### src/rtl/led_fader_pkg.sv
// -----------------------------------------------------------------------------
// fader_pkg
// Shared types and helpers for the led_fader block and its per-LED channels.
//   fader_state_e : fade controller states (IDLE, FADE)
//   lvl_max()     : full-scale brightness for a given PWM counter width
//   gamma_sq()    : square-law brightness correction, used only when the
//                   LED_FADER_GAMMA_EN build option is defined
// -----------------------------------------------------------------------------
package fader_pkg;

    typedef enum logic [0:0] {
        IDLE = 1'b0,
        FADE = 1'b1
    } fader_state_e;

    // Full-scale level: 2^pwm_bits - 1
    function automatic int unsigned lvl_max(input int unsigned pwm_bits);
        return (32'd1 << pwm_bits) - 32'd1;
    endfunction

    // (lvl * lvl) >> pwm_bits; full scale maps to one below full scale
    function automatic logic [31:0] gamma_sq(input logic [15:0] lvl,
                                             input int unsigned pwm_bits);
        logic [31:0] w_sq;
        w_sq = {16'd0, lvl} * {16'd0, lvl};
        return w_sq >> pwm_bits;
    endfunction

endpackage

### src/rtl/led_fader_if.sv
// -----------------------------------------------------------------------------
// led_fader_if
// Pattern-in / LED-out bundle of the led_fader block.
//   pattern : WIDTH-bit LED pattern, sampled only while load = 1
//   load    : single-cycle strobe marking a new pattern
//   led     : registered PWM drive, 1 = LED on
//   busy    : registered, 1 while any channel is still ramping
// Modports: master (pattern source, e.g. ROM side), slave (led_fader).
// -----------------------------------------------------------------------------
interface led_fader_if #(
    parameter int WIDTH = 5
);
    logic [WIDTH-1:0] pattern;
    logic             load;
    logic [WIDTH-1:0] led;
    logic             busy;

    modport master (
        output pattern,
        output load,
        input  led,
        input  busy
    );

    modport slave (
        input  pattern,
        input  load,
        output led,
        output busy
    );
endinterface

### src/rtl/led_fader_channel.sv
// -----------------------------------------------------------------------------
// fader_channel
// One LED: brightness level register, saturating ramp toward the target,
// brightness-to-duty mapping and the registered PWM compare.
// Build option LED_FADER_GAMMA_EN selects a square-law duty mapping; without
// it the duty follows the level linearly.
// Ports:
//   clock, reset : board clock, async active-high reset
//   i_tgt_on     : 1 = target is full scale, 0 = target is off
//   i_step_en    : ramp tick, move the level one STEP toward the target
//   i_pwm_cnt    : free-running PWM counter from the top
//   o_led        : registered PWM output
//   o_done       : current level equals target
//   o_arrive     : level after the pending step would equal target
//   o_level      : current level
// -----------------------------------------------------------------------------
module fader_channel
    import fader_pkg::*;
#(
    parameter int PWM_BITS = 8,
    parameter int STEP     = 16
) (
    input  logic                clock,
    input  logic                reset,
    input  logic                i_tgt_on,
    input  logic                i_step_en,
    input  logic [PWM_BITS-1:0] i_pwm_cnt,
    output logic                o_led,
    output logic                o_done,
    output logic                o_arrive,
    output logic [PWM_BITS-1:0] o_level
);

    localparam int unsigned         LVL_MAX   = lvl_max(PWM_BITS);
    localparam logic [PWM_BITS-1:0] LVL_MAX_V = PWM_BITS'(LVL_MAX);
    localparam logic [PWM_BITS:0]   STEP_W    = (PWM_BITS+1)'(STEP);
    localparam logic [PWM_BITS-1:0] STEP_N    = STEP_W[PWM_BITS-1:0];

    logic [PWM_BITS-1:0] r_level;
    logic                r_led;
    logic [PWM_BITS-1:0] w_target;
    logic [PWM_BITS:0]   w_lvl_x;
    logic [PWM_BITS:0]   w_tgt_x;
    logic [PWM_BITS-1:0] w_step_lvl;
    logic [PWM_BITS-1:0] w_level_eff;

    assign w_target = i_tgt_on ? LVL_MAX_V : {PWM_BITS{1'b0}};
    assign w_lvl_x  = {1'b0, r_level};
    assign w_tgt_x  = {1'b0, w_target};

    // Candidate level after one step; compares are one bit wider so that
    // level+STEP and target+STEP can never wrap, and the result clamps at target
    always_comb begin
        w_step_lvl = r_level;
        if (w_lvl_x < w_tgt_x) begin
            if ((w_lvl_x + STEP_W) >= w_tgt_x) begin
                w_step_lvl = w_target;
            end else begin
                w_step_lvl = r_level + STEP_N;
            end
        end else if (w_lvl_x > w_tgt_x) begin
            if (w_lvl_x <= (w_tgt_x + STEP_W)) begin
                w_step_lvl = w_target;
            end else begin
                w_step_lvl = r_level - STEP_N;
            end
        end else begin
            w_step_lvl = r_level;
        end
    end

`ifdef LED_FADER_GAMMA_EN
    assign w_level_eff = PWM_BITS'(gamma_sq(16'(r_level), PWM_BITS));
`else
    assign w_level_eff = r_level;
`endif

    // Brightness level register, advanced only on ramp ticks
    always_ff @(posedge clock or posedge reset) begin
        if (reset) begin
            r_level <= {PWM_BITS{1'b0}};
        end else if (i_step_en) begin
            r_level <= w_step_lvl;
        end else begin
            r_level <= r_level;
        end
    end

    // PWM compare flop: strict greater-than so level 0 is always dark
    always_ff @(posedge clock or posedge reset) begin
        if (reset) begin
            r_led <= 1'b0;
        end else begin
            r_led <= (w_level_eff > i_pwm_cnt);
        end
    end

    assign o_led    = r_led;
    assign o_done   = (r_level == w_target);
    assign o_arrive = (w_step_lvl == w_target);
    assign o_level  = r_level;

endmodule

### src/rtl/led_fader.sv
// -----------------------------------------------------------------------------
// led_fader
// PWM LED driver that ramps every LED toward the most recently loaded pattern
// instead of snapping to it. Owns the free-running PWM counter, the ramp
// divider, the target latch, the IDLE/FADE controller and the busy flag.
// Build option: LED_FADER_GAMMA_EN (square-law duty mapping in the channels).
// Ports:
//   clock : board clock
//   reset : asynchronous, active-high reset
//   bus   : led_fader_if.slave (pattern, load in; led, busy out)
// -----------------------------------------------------------------------------
module led_fader
    import fader_pkg::*;
#(
    parameter int WIDTH    = 5,
    parameter int PWM_BITS = 8,
    parameter int STEP     = 16,
    parameter int STEP_DIV = 4
) (
    input  logic        clock,
    input  logic        reset,
    led_fader_if.slave  bus
);

    localparam int unsigned         LVL_MAX   = lvl_max(PWM_BITS);
    localparam logic [PWM_BITS-1:0] LVL_MAX_V = PWM_BITS'(LVL_MAX);
    localparam int                  DIV_W     = (STEP_DIV > 1) ? $clog2(STEP_DIV) : 1;
    localparam logic [DIV_W-1:0]    DIV_LAST  = DIV_W'(STEP_DIV - 1);

    logic [PWM_BITS-1:0] r_pwm_cnt;
    logic [DIV_W-1:0]    r_div_cnt;
    logic [WIDTH-1:0]    r_tgt_on;
    logic                r_busy;
    fader_state_e        r_state;
    fader_state_e        w_state_nxt;

    logic                w_pwm_last;
    logic                w_tick;
    logic                w_step_en;
    logic [WIDTH-1:0]    w_led;
    logic [WIDTH-1:0]    w_done;
    logic [WIDTH-1:0]    w_arrive;
    logic [WIDTH-1:0]    w_new_diff;
    logic [PWM_BITS-1:0] w_level [WIDTH];

    assign w_pwm_last = (r_pwm_cnt == LVL_MAX_V);
    assign w_tick     = w_pwm_last && (r_div_cnt == DIV_LAST);

    // Free-running PWM counter, period 2^PWM_BITS
    always_ff @(posedge clock or posedge reset) begin
        if (reset) begin
            r_pwm_cnt <= {PWM_BITS{1'b0}};
        end else if (w_pwm_last) begin
            r_pwm_cnt <= {PWM_BITS{1'b0}};
        end else begin
            r_pwm_cnt <= r_pwm_cnt + {{(PWM_BITS-1){1'b0}}, 1'b1};
        end
    end

    // Ramp divider: counts whole PWM periods between ramp ticks
    always_ff @(posedge clock or posedge reset) begin
        if (reset) begin
            r_div_cnt <= {DIV_W{1'b0}};
        end else if (w_pwm_last) begin
            if (r_div_cnt == DIV_LAST) begin
                r_div_cnt <= {DIV_W{1'b0}};
            end else begin
                r_div_cnt <= r_div_cnt + {{(DIV_W-1){1'b0}}, 1'b1};
            end
        end else begin
            r_div_cnt <= r_div_cnt;
        end
    end

    // Target latch: one bit per LED, full scale or off
    always_ff @(posedge clock or posedge reset) begin
        if (reset) begin
            r_tgt_on <= {WIDTH{1'b0}};
        end else if (bus.load) begin
            r_tgt_on <= bus.pattern;
        end else begin
            r_tgt_on <= r_tgt_on;
        end
    end

    // Controller state register
    always_ff @(posedge clock or posedge reset) begin
        if (reset) begin
            r_state <= IDLE;
        end else begin
            r_state <= w_state_nxt;
        end
    end

    // Controller next state; a load always wins over finishing, so a retarget
    // in the tick cycle keeps the fade running toward the new target
    always_comb begin
        w_state_nxt = r_state;
        case (r_state)
            IDLE: begin
                if (bus.load && (|w_new_diff)) begin
                    w_state_nxt = FADE;
                end else begin
                    w_state_nxt = IDLE;
                end
            end
            FADE: begin
                if (bus.load) begin
                    w_state_nxt = FADE;
                end else if (w_tick && (&w_arrive)) begin
                    w_state_nxt = IDLE;
                end else begin
                    w_state_nxt = FADE;
                end
            end
            default: begin
                w_state_nxt = IDLE;
            end
        endcase
    end

    // Controller outputs: ramp steps happen only on ticks while fading
    always_comb begin
        w_step_en = 1'b0;
        case (r_state)
            FADE:    w_step_en = w_tick;
            IDLE:    w_step_en = 1'b0;
            default: w_step_en = 1'b0;
        endcase
    end

    // Busy flag: registered copy of "some channel not yet at its target"
    always_ff @(posedge clock or posedge reset) begin
        if (reset) begin
            r_busy <= 1'b0;
        end else begin
            r_busy <= ~(&w_done);
        end
    end

    for (genvar g = 0; g < WIDTH; g++) begin : g_ch
        // Would the incoming pattern move this channel away from its level?
        assign w_new_diff[g] = bus.pattern[g] ? (w_level[g] != LVL_MAX_V)
                                              : (w_level[g] != {PWM_BITS{1'b0}});

        fader_channel #(
            .PWM_BITS (PWM_BITS),
            .STEP     (STEP)
        ) u_ch (
            .clock     (clock),
            .reset     (reset),
            .i_tgt_on  (r_tgt_on[g]),
            .i_step_en (w_step_en),
            .i_pwm_cnt (r_pwm_cnt),
            .o_led     (w_led[g]),
            .o_done    (w_done[g]),
            .o_arrive  (w_arrive[g]),
            .o_level   (w_level[g])
        );
    end

    assign bus.led  = w_led;
    assign bus.busy = r_busy;

endmodule

### src/flat_wrapper.sv
// flat-port wrapper written by rule: the top's interface ports become plain ports
module led_fader_flat import fader_pkg::*;
#(
    parameter int WIDTH    = 5,
    parameter int PWM_BITS = 8,
    parameter int STEP     = 16,
    parameter int STEP_DIV = 4
)
  (clock, reset, bus_pattern, bus_load, bus_led, bus_busy);
  led_fader_if #(.WIDTH(WIDTH)) bus_i ();
  input  logic clock;
  input  logic reset;
  input wire logic [$bits(bus_i.pattern)-1:0] bus_pattern;
  input wire logic [$bits(bus_i.load)-1:0] bus_load;
  output wire logic [$bits(bus_i.led)-1:0] bus_led;
  output wire logic [$bits(bus_i.busy)-1:0] bus_busy;
  assign bus_i.pattern = bus_pattern;
  assign bus_i.load = bus_load;
  assign bus_led = bus_i.led;
  assign bus_busy = bus_i.busy;
  led_fader #(.WIDTH(WIDTH), .PWM_BITS(PWM_BITS), .STEP(STEP), .STEP_DIV(STEP_DIV)) u_core (.clock(clock), .reset(reset), .bus(bus_i));
endmodule
### config.mk
export PLATFORM = sky130hd
export DESIGN_NAME = led_fader_flat
export DESIGN_NICKNAME = d
export VERILOG_FILES = /design/src/rtl/led_fader_pkg.sv /design/src/rtl/led_fader_if.sv /design/src/rtl/led_fader_channel.sv /design/src/rtl/led_fader.sv /design/src/flat_wrapper.sv
export SDC_FILE = /design/constraint.sdc
export NUM_CORES = 1
export LEC_CHECK = 0
export ABC_AREA = 1
export CAP_MARGIN = 5
export CORE_MARGIN = 3
export CORE_UTILIZATION = 30
export CTS_BUF_LIST = sky130_fd_sc_hd__clkbuf_4
export CTS_CLUSTER_SIZE = 10
export DETAILED_ROUTE_END_ITERATION = 8
export HOLD_SLACK_MARGIN = 0.05
export SLEW_MARGIN = 10
export SYNTH_ARGS = -nofsm -noshare
export SYNTH_HDL_FRONTEND = slang
export SYNTH_SLANG_ARGS = --single-unit
### constraint.sdc
create_clock -name clock -period 2.37 [get_ports clock]
set_input_delay 0.711 -clock clock [delete_from_list [all_inputs] [get_ports clock]]
set_output_delay 0.711 -clock clock [all_outputs]
set_load 0.02 [all_outputs]
# [After elaboration in Yosys (flattened, before gate mapping)]
# Index checks and enable logic that the tools add are counted.
[word_totals] input_bits=8 ff_bits=62 word_cells=129
[classes] n_lt_le_gt_ge=25 mux=37 bitwise_logic=2 n_addsub=22 n_eq_ne=17 reduce_logical=11
[op_table] operator="$mux W8" n=26
[op_table] operator="$add A8 B5 Y9 const B" n=10
[op_table] operator="$eq A8 B8 Y1" n=10
[op_table] operator="$gt A8 B8 Y1" n=10
[op_table] operator="$ge A9 B8 Y1" n=5
[op_table] operator="$le A8 B9 Y1" n=5
[op_table] operator="$add A8 B5 Y8 const B" n=5
[op_table] operator="$lt A8 B8 Y1" n=5
[op_table] operator="$ne A8 B8 Y1 const B" n=5
[op_table] operator="$reduce_bool A8 Y1" n=5
[op_table] operator="$sub A8 B5 Y8 const B" n=5
[op_table] operator="$reduce_and A5 Y1" n=2
[op_table] operator="$add A8 B1 Y8 const B" n=1
[op_table] operator="$eq A8 B8 Y1 const B" n=1
[op_table] operator="$mux W1" n=8
[op_table] operator="$reduce_or A5 Y1" n=1
[op_table] operator="$pmux W1 S2" n=2
[op_table] operator="$logic_and A1 B1 Y1" n=3
[op_table] operator="$add A2 B1 Y2 const B" n=1
[op_table] operator="$eq A2 B2 Y1 const B" n=1
[op_table] operator="$mux W2" n=1
[op_table] operator="$not A1 Y1" n=2

# [Depth between registers and ports, before layout]
[depth] depth_word=12 ltp_mapped=23

# [Cells and area by module]
# From an unflattened synthesis, not the netlist that was laid out.
[hier_totals] hier_cells=1272 hier_area_um2=8607.0
[by_module_without_submodules] module="fader_channel at u_core.g_ch[0].u_ch ..." n_inst=3 area_each_um2=1501.4 cells_each=222 seq_area_each_um2=225.2
[by_module_without_submodules] module="fader_channel at u_core.g_ch[1].u_ch" n_inst=1 area_each_um2=1502.7 cells_each=223 seq_area_each_um2=225.2
[by_module_without_submodules] module="fader_channel at u_core.g_ch[4].u_ch" n_inst=1 area_each_um2=1497.7 cells_each=223 seq_area_each_um2=225.2
[by_module_without_submodules] module="led_fader" n_inst=1 area_each_um2=1102.3 cells_each=160 seq_area_each_um2=425.4

# [Worst setup path before layout]
# OpenSTA, ideal clock, no wires.
[synth_path] path_type="register to register" start="reg u_core.r_tgt_on[1]" end="reg u_core.r_state" setup_slack_ns=-0.219 arrival_time_ns=2.470 period_less_slack_ns=2.589 setup_ns=0.119 path_stages_with_launch=19 t_required_ns=2.251 cell_sequence="dfrtp_1 -> inv_1 -> ha_1 -> nor3_1 -> nand2_1 -> nand2_2 -> inv_1 -> nor2_2 -> nand2_1 -> nand2_1 -> nand3_1 -> nand2_1 -> nand3_1 -> nor2_1 -> nand2_1 -> nand2_1 -> nand2_1 -> nor2_1 -> nor2_1"
[synth_via] elab_chain_cells=12 elab_cells_between_ends=16 cone_classes="add/sub: 1; order compare: 4; eq/ne: 1; mux: 8; reduce/logical: 2"
[synth_rtl] item="from (decl)" line_no="led_fader.sv:32" source="logic [WIDTH-1:0] r_tgt_on;"
[synth_rtl] item="from (signal assigned)" line_no="led_fader.sv:78" source="r_tgt_on <= {WIDTH{1'b0}};"
[synth_rtl] item="from (signal assigned)" line_no="led_fader.sv:80" source="r_tgt_on <= bus.pattern;"
[synth_rtl] item="from (signal assigned)" line_no="led_fader.sv:82" source="r_tgt_on <= r_tgt_on;"
[synth_rtl] item="$mux W8 *" line_no="led_fader_channel.sv:47" source="assign w_target = i_tgt_on ? LVL_MAX_V : {PWM_BITS{1'b0}};"
[synth_rtl] item="$add A8 B5 Y9" line_no="led_fader_channel.sv:62" source="if (w_lvl_x <= (w_tgt_x + STEP_W)) begin"
[synth_rtl] item="$le A8 B9 Y1" line_no="led_fader_channel.sv:62"
[synth_rtl] item="$mux W8" line_no="led_fader_channel.sv:62"
[synth_rtl] item="$mux W8" line_no="led_fader_channel.sv:61" source="end else if (w_lvl_x > w_tgt_x) begin"
[synth_rtl] item="$mux W8" line_no="led_fader_channel.sv:55" source="if (w_lvl_x < w_tgt_x) begin"
[synth_rtl] item="$eq A8 B8 Y1 *" line_no="led_fader_channel.sv:100" source="assign o_arrive = (w_step_lvl == w_target);"
[synth_rtl] item="$reduce_and A5 Y1 *" line_no="led_fader.sv:110" source="end else if (w_tick && (&w_arrive)) begin"
[synth_rtl] item="$logic_and A1 B1 Y1 *" line_no="led_fader.sv:110"
[synth_rtl] item="$mux W1 *" line_no="led_fader.sv:110"
[synth_rtl] item="$mux W1 *" line_no="led_fader.sv:108" source="if (bus.load) begin"
[synth_rtl] item="$pmux W1 S2 *" line_no="led_fader.sv:99" source="case (r_state)"
[synth_rtl] item="via u_core.w_state_nxt" line_no="led_fader.sv:35" source="fader_state_e w_state_nxt;"
[synth_rtl] item="to (signal assigned)" line_no="led_fader.sv:91" source="r_state <= w_state_nxt;"
[synth_rtl] item="to (decl)" line_no="led_fader.sv:34" source="fader_state_e r_state;"
# The timed path passes the listed nets; every way through them passes the cells marked *.
# A chain may end at the register's enable or synchronous reset.

# [Worst setup path after layout]
[layout_path] start="reg u_core.r_tgt_on[4]" end="reg u_core.r_state"
# Same word-level chain as after synthesis.

==> results.toml <==
[run_status]
outcome = "finished with violations"
violations = "setup timing"

[critical_path]
worst_ep_required_time_ns = 2.74
cpMaxStageDelayCell = "dfrtp_1"
worst-path-max-fanout = 8
r2r-start = "u_core.r_tgt_on[4]"
slowest_delay_ns = 0.43
end_kind = "flip-flop"
crit_chain = "clkinv_4 -> buf_4 -> buf_4 -> ha_1 -> nand3_2 -> nor3_2 -> nor2_1 -> nand2_2 -> buf_4 -> o21ai_0 -> nand2_1 -> nand2_1 -> nor2_1 -> nand2_1 -> nor2_1 -> nand2_1 -> nand2_1 -> nand4_1 -> nor2_1 -> nor2_1"
cp-start-kind = "flip-flop"
crit_start = "u_core.r_tgt_on[4]"
arrival_ns = 3.08
critical_path_class = "reg2reg"

[die]
ios = 14
die_x_um = 169
rows = 58
start_util = 0.310
die_h_um = 169
die_area_um2 = 28500
core_area_um2 = 25600

[synth]
synth_edf_count = 0
synth_fp_nets = 1329
synth-adder-area-share = 0.200
ys_ff_latch = 62
synth_cell_types = 46
synth-xor-area-share = 0.0210
synth_ff_type = "dfrtp_1"
synth-compound-area-share = 0.129
synth-simple-area-share = 0.368
synth_warnings = 0
synthArstFlopShare = 1.00
yosysSeqAreaShare = 0.195
synth_top_family_by_area = "simple AND/OR/NAND/NOR gates"
muxShareOfSynthArea = 0.00142
syn_inst = 1194
synth.avg_cell_area_um2 = 6.65
syn-cell-area_um2 = 7940

[global_route]
gr-total-overflow = 0
grt_use_total = 0.160
grt_pass1_wl_um = 38400
grt_pass1_vias = 8139
grt_max_degree = 66
antenna_found_initial = 0

[drt]
viasPerCell = 4.96
vias = 8813
wl_per_cell_um = 13.9
routed_wl_um = 24800
drt_iter0_markers = 537
dr.pass1.iters = 8
drc = 0
drtAntennaViolNets = 0

[power]
vdd_drop_max_mv = 0.187
intPower_w = 0.00189
power_density_nw_per_um2 = 256
seq_power_share = 0.357
power_frac_comb = 0.388
swShare = 0.370
pwr-share-clk = 0.255
p_total_w = 0.00301
p_sw_w = 0.00111
p_leak_nw = 5.74

[clock_network]
ctsHoldBuffers = 0
clkSinkCount = 62
cts_tree = "done"
cts_buffer_depth = 2
clk_pin_slew_worst_paths_ns = 0.13
cts_made_buffers = 9
cts_root_buf = "clkbuf_4"
clk_latency_ns = 0.48
cts_htree_levels = 3

[placed_design]
globalplace.congestion = 0.857
post-place-ws_ns = -0.460
port_buffers = 13
hpwl_um = 17700

[sta]
hold_slack_ns = 0.487
period_needed_ns = 2.72
tightest_slew_ns = 0.703
rsz0062_at_grt = "yes"
fmax_ghz = 0.368
setup_slack_ns = -0.347
slew_violations = 0
min_period_over_period = 1.15
maxSlewHeadroom = 0.531
tns_ns = -0.584
setup_viol = 6
skew_ns = 0.0279
hold_viol = 0

[final_layout]
final_core_util = 0.459
area_delta_synth_final_pct = 48.1
nets = 1576
drive_gt1_frac = 0.376
antenna_cells = 0
fillers = 2438

[hold_path]
hold_class = "in2async"

[flow_run]
cap_violations = 0
[synth_stat cells (all sizes together) (4+ instances only)]
master	count	area, µm²
nand4	35	231
o21ai	92	460
nand2	362	1420
dfrtp	62	1550
a21oi	76	392
xor2	16	140
nor3	15	91.3
ha	127	1590
a21o	4	30.0
nor4	7	73.8
clkbuf	10	37.5
nand3	104	628
inv	140	526
buf	14	110
nor2	99	417
o21bai	5	37.5
or2	4	25.0
[worst max-delay path: cells and delay by family (launching register included)]
| family | cells | cell delay, ns |
|---|---|---|
| AO/OA/AOI/OAI | 1 | 0.07 |
| adder cells (fa/ha/maj) | 1 | 0.29 |
| buffers and inverters | 4 | 0.56 |
| flip-flops | 1 | 0.43 |
| AND/OR/NAND/NOR | 14 | 1.24 |
[timing repair]
| item | CTS | global route |
|---|---|---|
| pin swaps | 33 | 84 |
| gates cloned | 1 | 1 |
| hold endpoints to repair | 0 | 0 |
| endpoints found under the setup margin | 23 | 39 |
| resized for setup | 85 | 260 |
| setup buffers | 22 | 42 |
[cell families after synthesis]
kind of cell,Yosys count
and+or+nand+nor,631
DFF,62
xor gates and xnor gates,19
muxes,1
adders and majority gates,127
AOI/OAI and AO/OA,190
buffers and inverters,164
[power by group through the flow]
stage          sequential, W  combinational (W)  clock (W)
4_1_cts              0.00107           0.000929   0.000798
3_3_place_gp         0.00109           0.000837          0
6_report             0.00107            0.00117   0.000768
2_1_floorplan        0.00109           0.000520          0
3_5_place_dp         0.00109           0.000846          0
5_1_grt              0.00107            0.00128   0.000840
[cell type report]
cell class	count	area, µm²	share of cell area
clock buffers	9	67.6	0.00575
multi-input cells	969	6910	0.588
repair buffers	258	2170	0.184
flip-flops and latches	62	1570	0.133
repair inverters	1	6.26	0.000532
clock inverters	7	65.1	0.00553
inverters	140	562	0.0478
well taps	330	413	0.0351
[placed cells by master (no fill, tap or decap), types with 4 or more instances in the layout]
cell type	n
inv_1	112
inv_2	19
a21oi_1	57
nand2_1	284
nand2_4	16
a21o_1	4
clkbuf_4	9
ha_4	37
o21bai_1	5
nor2_4	13
o21ai_0	45
nor2_2	17
a21oi_2	17
o21ai_1	28
ha_1	89
clkinvlp_4	4
nor2_1	69
nand3_4	10
dfrtp_2	13
nand3_2	25
nor3_2	4
dfrtp_1	49
nand2_2	62
nor4_1	5
nor3_1	9
buf_6	32
buf_12	5
buf_4	206
nand4_1	33
inv_4	4
o21ai_2	18
xor2_2	5
clkdlybuf4s50_1	13
xor2_1	9
nand3_1	70
[sequential cells by signal (all words and copies together) (netlist names)]
register	cells
u_core.g_ch.u_ch.o_level	40
u_core.r_pwm_cnt	8
u_core.g_ch.u_ch.o_led	5
u_core.r_tgt_on	5
u_core.r_div_cnt	2
u_core.bus.busy	1
u_core.r_state	1
[final timing paths]
kind / to / slack, ns / depth (start not counted)
max: u_core.r_state / -0.35 / 20
min: u_core.g_ch[3].u_ch.o_level[3] / 0.49 / 2
max reg2reg: u_core.r_state / -0.35 / 20
min reg2reg: u_core.r_pwm_cnt[7] / 0.50 / 1
max in group asynchronous: u_core.g_ch[0].u_ch.o_level[5] / 1.40 / 3
min in group clock: u_core.r_pwm_cnt[7] / 0.50 / 1
[layer usage]
layer | track usage | up-vias | routed length [µm]
met5 | 0 | - | 0
met1 | 0.216 | 4094 | 11300
met3 | 0.0222 | 41 | 902
li1 | - | 4473 | -
met2 | 0.273 | 205 | 12200
met4 | 0.0352 | 0 | 398
[through the flow]
stage                     cell area, µm²  instances
after floorplan                     7940       1194
after global placement              9790       1700
after detailed placement            9790       1700
after CTS                          10400       1737
after global routing               11800       1776
final                              11800       1776
Power figures use the tool's default switching activity.
